## src/rtl/tpu_host_ctrl.sv

```systemverilog
// Host-side TPU job sequencer: load A/B operand buffers, start the TPU, wait for busy, drain buffer C.
// Latency: cmd accept -> ld_ready next cycle; last B beat -> in_valid next cycle; busy fall -> first rd_valid 2 cycles later.
// Backpressure: ld_valid/ld_ready and rd_valid/rd_ready handshakes; cmd_ready only while idle; rd_data held while rd_ready is low.
//
// Ports:
//   clk, rst                         : clock, asynchronous active-high reset
//   cmd_valid/cmd_ready, cmd_K/M/N   : job command (matrix dimensions)
//   ld_valid/ld_ready, ld_data       : operand stream, A words first then B words
//   rd_valid/rd_ready, rd_data       : result stream read back from buffer C
//   done, err                        : one-cycle job-complete / command-rejected pulses
//   in_valid, K, M, N, busy          : TPU start pulse, latched dimensions, TPU busy
//   A_*/B_*                          : global buffer A/B write ports
//   C_index, C_data_out              : global buffer C read port (data one cycle after index)
module tpu_host_ctrl #(
    parameter int ADDR_BITS  = 16,
    parameter int DATA_BITS  = 32,
    parameter int DATAC_BITS = 128
) (
    input  logic                  clk,
    input  logic                  rst,
    input  logic                  cmd_valid,
    output logic                  cmd_ready,
    input  logic [7:0]            cmd_K,
    input  logic [7:0]            cmd_M,
    input  logic [7:0]            cmd_N,
    input  logic                  ld_valid,
    output logic                  ld_ready,
    input  logic [DATA_BITS-1:0]  ld_data,
    output logic                  rd_valid,
    input  logic                  rd_ready,
    output logic [DATAC_BITS-1:0] rd_data,
    output logic                  done,
    output logic                  err,
    output logic                  in_valid,
    output logic [7:0]            K,
    output logic [7:0]            M,
    output logic [7:0]            N,
    input  logic                  busy,
    output logic                  A_wr_en,
    output logic [ADDR_BITS-1:0]  A_index,
    output logic [DATA_BITS-1:0]  A_data_in,
    output logic                  B_wr_en,
    output logic [ADDR_BITS-1:0]  B_index,
    output logic [DATA_BITS-1:0]  B_data_in,
    output logic [ADDR_BITS-1:0]  C_index,
    input  logic [DATAC_BITS-1:0] C_data_out
);

    typedef enum logic [2:0] {
        S_IDLE,
        S_LOAD_A,
        S_LOAD_B,
        S_START,
        S_WAIT_HI,
        S_WAIT_LO,
        S_DRAIN_RD,
        S_DRAIN_OUT
    } state_t;

    state_t                  state_q, state_d;
    logic [ADDR_BITS-1:0]    cnt_q, cnt_d;
    logic [ADDR_BITS-1:0]    na_q, na_d;
    logic [ADDR_BITS-1:0]    nb_q, nb_d;
    logic [ADDR_BITS-1:0]    nc_q, nc_d;
    logic [7:0]              k_q, k_d;
    logic [7:0]              m_q, m_d;
    logic [7:0]              n_q, n_d;
    logic                    done_q, done_d;
    logic                    err_q, err_d;
    logic [DATAC_BITS-1:0]   rd_data_q, rd_data_d;
    logic                    out_first_q, out_first_d;

    // Word counts from the command dimensions; ceil(x/4) packs 4 lanes per word.
    logic [ADDR_BITS-1:0]    m_words, n_words;
    logic [ADDR_BITS-1:0]    na_calc, nb_calc, nc_calc;
    logic                    dims_ok;
    logic                    cnt_last_a, cnt_last_b, cnt_last_c;
    logic                    a_wr, b_wr;

    assign m_words = (ADDR_BITS'(cmd_M) + ADDR_BITS'(3)) >> 2;
    assign n_words = (ADDR_BITS'(cmd_N) + ADDR_BITS'(3)) >> 2;
    assign na_calc = ADDR_BITS'(cmd_K) * m_words;
    assign nb_calc = ADDR_BITS'(cmd_K) * n_words;
    assign nc_calc = ADDR_BITS'(cmd_M) * n_words;
    assign dims_ok = (cmd_K != 8'd0) && (cmd_M != 8'd0) && (cmd_N != 8'd0);

    assign cnt_last_a = ((cnt_q + ADDR_BITS'(1)) == na_q);
    assign cnt_last_b = ((cnt_q + ADDR_BITS'(1)) == nb_q);
    assign cnt_last_c = ((cnt_q + ADDR_BITS'(1)) == nc_q);

    always_comb begin
        state_d     = state_q;
        cnt_d       = cnt_q;
        na_d        = na_q;
        nb_d        = nb_q;
        nc_d        = nc_q;
        k_d         = k_q;
        m_d         = m_q;
        n_d         = n_q;
        done_d      = 1'b0;
        err_d       = 1'b0;
        rd_data_d   = rd_data_q;
        out_first_d = 1'b0;

        case (state_q)
            S_IDLE: begin
                if (cmd_valid) begin
                    if (dims_ok) begin
                        k_d     = cmd_K;
                        m_d     = cmd_M;
                        n_d     = cmd_N;
                        na_d    = na_calc;
                        nb_d    = nb_calc;
                        nc_d    = nc_calc;
                        cnt_d   = '0;
                        state_d = S_LOAD_A;
                    end else begin
                        err_d = 1'b1;
                    end
                end
            end
            S_LOAD_A: begin
                if (ld_valid) begin
                    if (cnt_last_a) begin
                        cnt_d   = '0;
                        state_d = S_LOAD_B;
                    end else begin
                        cnt_d = cnt_q + ADDR_BITS'(1);
                    end
                end
            end
            S_LOAD_B: begin
                if (ld_valid) begin
                    if (cnt_last_b) begin
                        cnt_d   = '0;
                        state_d = S_START;
                    end else begin
                        cnt_d = cnt_q + ADDR_BITS'(1);
                    end
                end
            end
            S_START: begin
                state_d = S_WAIT_HI;
            end
            S_WAIT_HI: begin
                if (busy) begin
                    state_d = S_WAIT_LO;
                end
            end
            S_WAIT_LO: begin
                if (!busy) begin
                    cnt_d   = '0;
                    state_d = S_DRAIN_RD;
                end
            end
            S_DRAIN_RD: begin
                out_first_d = 1'b1;
                state_d     = S_DRAIN_OUT;
            end
            S_DRAIN_OUT: begin
                // Buffer data for the address issued in DRAIN_RD lands now; keep it for stalls.
                if (out_first_q) begin
                    rd_data_d = C_data_out;
                end
                if (rd_ready) begin
                    cnt_d = cnt_q + ADDR_BITS'(1);
                    if (cnt_last_c) begin
                        done_d  = 1'b1;
                        state_d = S_IDLE;
                    end else begin
                        state_d = S_DRAIN_RD;
                    end
                end
            end
            default: begin
                state_d = S_IDLE;
            end
        endcase
    end

    always_ff @(posedge clk or posedge rst) begin
        if (rst) begin
            state_q     <= S_IDLE;
            cnt_q       <= '0;
            na_q        <= '0;
            nb_q        <= '0;
            nc_q        <= '0;
            k_q         <= '0;
            m_q         <= '0;
            n_q         <= '0;
            done_q      <= 1'b0;
            err_q       <= 1'b0;
            rd_data_q   <= '0;
            out_first_q <= 1'b0;
        end else begin
            state_q     <= state_d;
            cnt_q       <= cnt_d;
            na_q        <= na_d;
            nb_q        <= nb_d;
            nc_q        <= nc_d;
            k_q         <= k_d;
            m_q         <= m_d;
            n_q         <= n_d;
            done_q      <= done_d;
            err_q       <= err_d;
            rd_data_q   <= rd_data_d;
            out_first_q <= out_first_d;
        end
    end

    // Write strobes follow the accepted beat in the same cycle.
    assign a_wr      = (state_q == S_LOAD_A) && ld_valid;
    assign b_wr      = (state_q == S_LOAD_B) && ld_valid;

    assign cmd_ready = (state_q == S_IDLE);
    assign ld_ready  = (state_q == S_LOAD_A) || (state_q == S_LOAD_B);
    assign A_wr_en   = a_wr;
    assign A_index   = a_wr ? cnt_q : '0;
    assign A_data_in = a_wr ? ld_data : '0;
    assign B_wr_en   = b_wr;
    assign B_index   = b_wr ? cnt_q : '0;
    assign B_data_in = b_wr ? ld_data : '0;
    assign in_valid  = (state_q == S_START);
    assign K         = k_q;
    assign M         = m_q;
    assign N         = n_q;
    assign C_index   = ((state_q == S_DRAIN_RD) || (state_q == S_DRAIN_OUT)) ? cnt_q : '0;
    assign rd_valid  = (state_q == S_DRAIN_OUT);
    // First DRAIN_OUT cycle passes the buffer word straight through; later cycles use the held copy.
    assign rd_data   = (rd_valid && out_first_q) ? C_data_out : rd_data_q;
    assign done      = done_q;
    assign err       = err_q;

endmodule

```

## config.mk

```make
export PLATFORM = sky130hd
export DESIGN_NAME = tpu_host_ctrl
export DESIGN_NICKNAME = d
export VERILOG_FILES = /design/src/rtl/tpu_host_ctrl.sv
export SDC_FILE = /design/constraint.sdc
export NUM_CORES = 1
export LEC_CHECK = 0
export ABC_AREA = 1
export CAP_MARGIN = 20
export CORE_MARGIN = 2
export CORE_UTILIZATION = 49
export CTS_CLUSTER_DIAMETER = 40
export DETAILED_ROUTE_END_ITERATION = 10
export PLACE_DENSITY_LB_ADDON = 0.08
export SYNTH_ARGS = -nofsm -noshare
export SYNTH_HDL_FRONTEND = slang
export SYNTH_SLANG_ARGS = --single-unit
```

## constraint.sdc

```tcl
create_clock -name clk -period 9.2 [get_ports clk]
set_input_delay 1.38 -clock clk [delete_from_list [all_inputs] [get_ports clk]]
set_output_delay 1.38 -clock clk [all_outputs]
set_load 0.005 [all_outputs]
```

# Word-level counts from Yosys, hierarchy flattened
# Index checks and enable logic that the tools add are counted.
# totals
inputBits	190
register_bits	222
wordCells	86
# op_classes
multipliers	3
eq_ne	19
addsub	3
mux	33
reduce_logical	16
# ops
op	n
$mux 16	11
$mux 128	1
$pmux 16 s5	1
$mux 32	2
$eq 16x16->1	3
$mul 8x7->15	3
$mux 3	10
$pmux 3 s8	1
$reduce_bool 8->1	3
$add 8x2->9 const B	2
$add 16x1->16 const B	1
$ne 2x2->1 const B	7
$eq 3x3->1 const B	4
$reduce_and 9->1	1
$mux 1	7
$reduce_and 7->1	1
$eq 3x2->1 const B	2
$logic_and 1x1->1	5
$reduce_bool 5->1	1
$ne 2x1->1 const B	2
$eq 3x1->1 const B	1
$logic_not 3->1	1
$reduce_and 3->1	1
$logic_or 1x1->1	2
$reduce_and 2->1	1

# Longest topological paths before layout
# Gate-level depths: netlist (run 1).
# depth
ltp_word	6
mapped_depth	29
depth_no_buf	29

# Worst setup path before layout (run 1)
# No wires, ideal clock.
# synth_timing
path_kind	input port to flip-flop
start	input cmd_N[1]
end	register nb_q[13]
cell_stages	29
arrival_time_ns	6.128
required_time_ns	9.070
slack_ns	2.943
path_buffers	0
setup_ns	0.130
path_cell_list	inv_1 nand2_1 inv_1 nor2_2 nand3_1 nor2_1 inv_1 nor2_1 inv_1 nor2_4 clkinv_1 nand2_2 inv_2 nand2_1 fa_1 fa_1 inv_1 fa_1 inv_1 fa_1 inv_1 ha_1 a21oi_1 o21ai_0 nand2_1 o2111ai_1 or2_2 nand3_1 o21ai_0
# synth_via
elab_chain_len	3
word_cells_on_any_way	5
classes_between	add/sub: 1; mul: 1; reduce/logical: 3
# synth_rtl
item	line	rtl
start, declared	25	input logic [7:0] cmd_N,
branches (longest 3 deep; another with $mul 8x7->15)	n/a	
end signal, assigned	199	nb_q <= nb_d;
end, declared	63	logic [ADDR_BITS-1:0] nb_q, nb_d;
# Parallel ways; which one is timed is not known.
# A chain may end at the register's enable or synchronous reset.

# Final worst setup path (run 1)
# Ends and elaborated chain as after synthesis.

==> reports/metrics.csv, run 1 <==
metric,value,unit
maxCapViolations,0,
num_vias,14100,
p_leak,10.3,nW
stdcell_count,2666,
syn-instance-count,1783,
cp.arrival,7.38,ns
holdBufCountCts,0,
cts_resized,0,
grt_first_pass_wirelength,82.1,mm
avgRoutedWirePerCell,19.9,µm
cts_setup_buffers,0,
viasPerCell,5.28,
cts.htree.levels,2,
layout.nets,2613,
synth_cell_types,41,
wirelength,53.2,mm
crit_family,adder cells,
antenna_left,0,
fp.dieArea,32800,µm²
overflow,0,
drive_gt1_frac,0.104,
synth.most_common_cell,nand2_1,
drv_slew,0,
synth.largest_area_cell,dfrtp_1,
grt_usage,0.324,
hold_viol,0,
clkTransAtPathRegs,0.05,ns
io_buffers,461,
die_x,181,µm
cts_root_buf,clkbuf_16,
avgSynthCellArea,8.62,µm²
cts_buffers,37,
preCtsSetupSlack,1.74,ns
critPathLaunchType,input pin,
crit_top_cell,inv_1,
fin_skew,0.0165,ns
hp-class,flip-flop to flip-flop,
critPathMaxFanout,10,
worstSkewPairLatency,0.52,ns
place.detailed.hpwl,41.4,mm
synth_area_leaders,"dfrtp_1, fa_1, mux2_2, nand2_1, ha_1",
ys.flop_type,dfrtp_1,
grt_pass1_vias,14100,
power.density,281,nW/µm²
fin_util,0.706,
dr.pass1.iters,5,
antenna_found_initial,5,
rsz0062_at_grt,no,
fin_crit,7.02,ns
initial_utilization,0.500,
coreArea,30700,µm²
syn_to_final_growth,41.3,%
cts_sinks,219,
num-fill-cells,2464,
drt_iter0_markers,974,
async_flop_share,1.00,
synth.top_cell.area_share,0.357,
crit_type,input pin to flip-flop,
place_inst,2593,
status,completed,
grt_max_degree,81,
fmax,0.142,GHz
cp_slowest_cell,fa_1,
synth_common_cells,"nand2_1, nor2_1, dfrtp_1",
cts_buffer_depth,3,
place.gp.congestion,0.958,
post-route-period-util,0.763,
setup_viol,0,
syn-num-nets,2160,
drc_errors,0,
cp_slowest_stage_delay,0.55,ns
die_h,181,µm
max_slew_margin,0.292,
cts_tree,built,
worstMarginPinSlew,1.06,ns
required,9.56,ns
ys_ff_latch,219,
synth-edff-count,0,
syn-cell-area,15400,µm²
worst_slack,2.18,ns
ir_worst_vdd,0.000147,V
p_total,6.10,mW
fp-row-count,64,
cp-end-kind,flip-flop,
pin_count,462,
cp_num_buf_inv,10,
final.setup.tns,0,ns
ys_warn_count,0,
synth-seq-area-share,0.357,
## registers in the layout (all words and copies together) (netlist names)
name,cells
cnt_q,16
na_q,15
rd_data_q,128
state_q,3
nc_q,15
M,8
K,8
out_first_q,1
nb_q,15
N,8
err,1
done,1
## final timing paths
check,cells past startpoint,to,start,slack (ns)
worst max-delay path,30,nb_q[13]$_DFFE_PP0P_,cmd_N[1],2.18
worst min-delay path,2,K[4]$_DFFE_PP0P_,K[4]$_DFFE_PP0P_,0.48
worst max register to register,5,rd_data_q[22]$_DFFE_PP0P_,state_q[2]$_DFFE_PP0P_,6.17
worst min register to register,2,K[4]$_DFFE_PP0P_,K[4]$_DFFE_PP0P_,0.48
max in group asynchronous,3,K[5]$_DFFE_PP0P_,rst,6.45
min in group asynchronous,2,rd_data_q[92]$_DFFE_PP0P_,rst,1.34
## per-layer routing
| layer | wire [µm] | GRT usage | vias up |
|---|---|---|---|
| li1 | - | - | 6569 |
| met1 | 21800 | 0.414 | 6860 |
| met2 | 25700 | 0.547 | 540 |
| met3 | 3360 | 0.0524 | 104 |
| met4 | 2310 | 0.138 | 2 |
| met5 | 13 | 0 | - |
## cells by family after synthesis
kind of cell / Yosys count / share of synthesized area
buffers and inverters: 281 / 0.0698
xor gates and xnor gates: 44 / 0.0287
DFF: 219 / 0.357
muxes: 128 / 0.0938
and+or+nand+nor: 786 / 0.208
AOI/OAI and AO/OA: 138 / 0.0488
adders and majority gates: 187 / 0.195
## report_power, final
part,leakage [nW],internal (mW),switching [mW]
sequential,2.66,1.40,0.171
clock,0.669,1.01,0.523
combinational,6.99,1.46,1.53
## per-stage QoR
stage | cell area [µm²] | hold slack [ns]
floorplan | 15400 | 0.456
global placement | 20300 | 0.465
detailed placement | 20300 | 0.472
CTS | 21700 | 0.486
global route | 21700 | 0.505
finish | 21700 | 0.484
## worst min-delay path: stages, from the launching register on
cell	delay, ns
dfrtp_1	0.34
nand2_1	0.05
o21ai_0	0.06
## placed cells by master, fill, tap and decap left out, types with 4 or more instances in the layout
cell type        synthesis  final
nor2_2                   6      6
inv_6                    0      6
xnor2_1                  9      9
mux2_2                 128    128
o22ai_1                  6      6
nor2_1                 323    323
clkbuf_16                0     38
inv_2                    4      4
clkinv_1                 7      7
xor2_1                  31     31
nand2_1                345    342
dfrtp_1                219    219
nand3_1                 66     66
o2111ai_1                6      6
o21ai_0                 74     74
fa_1                    87     87
nand4_1                 18     18
clkdlybuf4s50_1          0    461
inv_1                  217    216
nor3_1                   5      5
clkinv_2                 0      4
o21ai_1                  7      7
diode_2                  0      5
nand2_2                  4      6
ha_1                   100    100
a21oi_1                 35     35
or2_2                   11     11
buf_4                    1      6
bufinv_16                0      8
## area by class of cell
| cell class | count | area, µm² | area share |
|---|---|---|---|
| tap | 396 | 495 | 0.0228 |
| timing repair buffer | 467 | 4660 | 0.214 |
| antenna | 5 | 12.5 | 0.000576 |
| sequential | 219 | 5480 | 0.252 |
| multi-input combinational | 1283 | 8830 | 0.407 |
| clock inverter | 27 | 409 | 0.0188 |
| clock buffer | 41 | 972 | 0.0448 |
| inverter | 228 | 863 | 0.0397 |
Note: power is estimated with default switching activity, not from simulation.
==> run 2, diff against run 1 <==
Settings changed: CORE_UTILIZATION 49 to 44.
Clock period 9.2 ns to 5.8 ns, I/O delays scaled along.
==> reports/metrics.csv, run 2 (same netlist as run 1, synthesis figures left out) <==
metric,value,unit,change
mostFrequentLayoutCells,"clkdlybuf4s50_1, nand2_1, nor2_1",,unchanged
drc_errors,0,,unchanged
cts_root_buf,clkbuf_16,,unchanged
worstSkewPairLatency,0.53,ns,was 0.52 ns
max_slew_margin,0.293,,was 0.292
wirelength,53.8,mm,was 53.2 mm
coreArea,34500,µm²,was 30700 µm²
fmax,0.179,GHz,
post-route-period-util,0.961,,
preCtsSetupSlack,-0.466,ns,was 1.74 ns
cp.arrival,5.94,ns,was 7.38 ns
drive_gt1_frac,0.151,,was 0.104
num_vias,14200,,was 14100
power.density,433,nW/µm²,was 281 nW/µm²
grt_pass1_vias,14000,,was 14100
hold_viol,0,,unchanged
dr.pass1.iters,5,,unchanged
cts_tree,built,,unchanged
antenna_found_initial,4,,was 5
layout.nets,2714,,was 2613
die_x,191,µm,was 181 µm
place.gp.congestion,0.931,,was 0.958
num-fill-cells,2970,,was 2464
grt_usage,0.291,,was 0.324
p_total,9.77,mW,was 6.10 mW
fin_skew,0.0345,ns,was 0.0165 ns
setup_viol,0,,unchanged
hold_ws,0.474,ns,was 0.484 ns
antenna_left,0,,unchanged
crit_type,input pin to flip-flop,,unchanged
drv_slew,0,,unchanged
p_leak,10.8,nW,was 10.3 nW
grt_max_degree,155,,was 81
place.detailed.hpwl,42.8,mm,was 41.4 mm
top_regs,"rd_data_q: 128 flops, cnt_q: 16 flops",,unchanged
cp-end-kind,flip-flop,,unchanged
required,6.17,ns,was 9.56 ns
viasPerCell,5.05,,was 5.28
initial_utilization,0.446,,was 0.500
largest_reg_flops,128,,unchanged
hp-class,flip-flop to flip-flop,,unchanged
syn_to_final_growth,46.9,%,was 41.3%
pin_count,462,,unchanged
status,completed,,unchanged
worstMarginPinSlew,1.06,ns,about the same
clkTransAtPathRegs,0.06,ns,was 0.05 ns
fp-row-count,68,,was 64
layout_commonest_cell,clkdlybuf4s50_1,,unchanged
overflow,0,,unchanged
ir_worst_vdd,0.000282,V,was 0.000147 V
drt_iter0_markers,1003,,was 974
grt_first_pass_wirelength,81.3,mm,was 82.1 mm
die_h,191,µm,was 181 µm
fp.dieArea,36400,µm²,was 32800 µm²
cts_buffer_depth,3,,unchanged
critPathMaxFanout,5,,was 10
avgRoutedWirePerCell,19.1,µm,was 19.9 µm
fin_crit,5.57,ns,
io_buffers,461,,unchanged
cts_buffers,38,,was 37
maxCapViolations,0,,unchanged
worst_slack,0.229,ns,was 2.18 ns
critPathLaunchType,input pin,,unchanged
top_register,rd_data_q,,unchanged
cts.htree.levels,2,,unchanged
cts_sinks,219,,unchanged
-- run 2: cell types whose count changed in the layout (fill, tap and decap cells not counted), sizes merged --
cell | before | now
bufinv | 8 | 3
diode | 5 | 1
inv | 229 | 226
clkbuf | 41 | 43
clkinv | 15 | 21
clkinvlp | 3 | 4
buf | 6 | 106
-- run 2: per-stage QoR --
step	util	TNS, ns	cells	instance area, µm²
4_1_cts	0.651	0	2819	22400
6_report	0.655	0	2822	22600
5_1_grt	0.655	-0.119	2821	22600
2_1_floorplan	-	0	1783	15400
3_3_place_gp	0.614	-4.25	2750	21200
3_5_place_dp	0.614	-6.25	2750	21200
-- run 2: cell type report --
class / instances / area (µm²) / area share
clock inverters: 26 / 290 / 0.0129
clock buffers: 43 / 991 / 0.0439
repair buffers: 567 / 5440 / 0.241
diodes: 1 / 2.50 / 0.000111
flip-flops and latches: 219 / 5480 / 0.243
inverters: 228 / 860 / 0.0381
multi-input cells: 1283 / 8950 / 0.396
well taps: 455 / 569 / 0.0252
-- run 2: worst max-delay path, cell delays in order --
cell and delay (ns):
clkdlybuf4s50_1 0.47, inv_1 0.07, nand2_2 0.07, inv_1 0.06
nor2_2 0.15, nand3_2 0.14, buf_4 0.16, buf_4 0.12
nand2_1 0.07, buf_4 0.18, nor2_1 0.08, fa_1 0.52
inv_1 0.06, fa_1 0.52, inv_1 0.05, fa_1 0.52
inv_1 0.06, fa_1 0.54, inv_1 0.07, ha_4 0.25
a21oi_2 0.15, o21ai_1 0.10, nand2_1 0.10, o2111ai_2 0.13
or2_2 0.29, nand3_1 0.07, o21ai_0 0.08
-- run 2: per-layer routing --
| metal | part of all wire | GRT usage | wire (µm) | vias to the layer above |
|---|---|---|---|---|
| li1 | - | - | - | 6771 |
| met1 | 0.43 | 0.398 | 23200 | 6900 |
| met2 | 0.47 | 0.481 | 25500 | 471 |
| met3 | 0.071 | 0.0505 | 3830 | 90 |
| met4 | 0.022 | 0.0707 | 1180 | 6 |
| met5 | 0.00067 | 0 | 36 | - |
-- run 2: report_power, final --
group	total, mW	internal (mW)	leakage, nW	switching (mW)
sequential	2.48	2.22	2.66	0.260
clock	2.22	1.39	0.619	0.832
combinational	5.07	2.59	7.48	2.48
total	9.77	6.20	10.8	3.57
-- run 2: worst paths after layout --
kind | slack [ns] | depth (start not counted) | startpoint | end
max in group asynchronous | 3.83 | 3 | rst | na_q[14]$_DFFE_PP0P_
setup / recovery | 0.23 | 27 | cmd_N[0] | nb_q[13]$_DFFE_PP0P_
setup reg to reg | 2.77 | 6 | state_q[2]$_DFFE_PP0P_ | rd_data_q[15]$_DFFE_PP0P_
hold reg to reg | 0.47 | 2 | M[0]$_DFFE_PP0P_ | M[0]$_DFFE_PP0P_
min in group asynchronous | 0.73 | 2 | rst | rd_data_q[18]$_DFFE_PP0P_
hold / removal | 0.47 | 2 | M[0]$_DFFE_PP0P_ | M[0]$_DFFE_PP0P_
-- run 2: timing repair --
action                                  CTS  global route
gates resized for setup                   0            32
buffers inserted                          0             2
hold buffers                              0             0
endpoints found under the setup margin    0            21
endpoints found under the hold margin     0             0
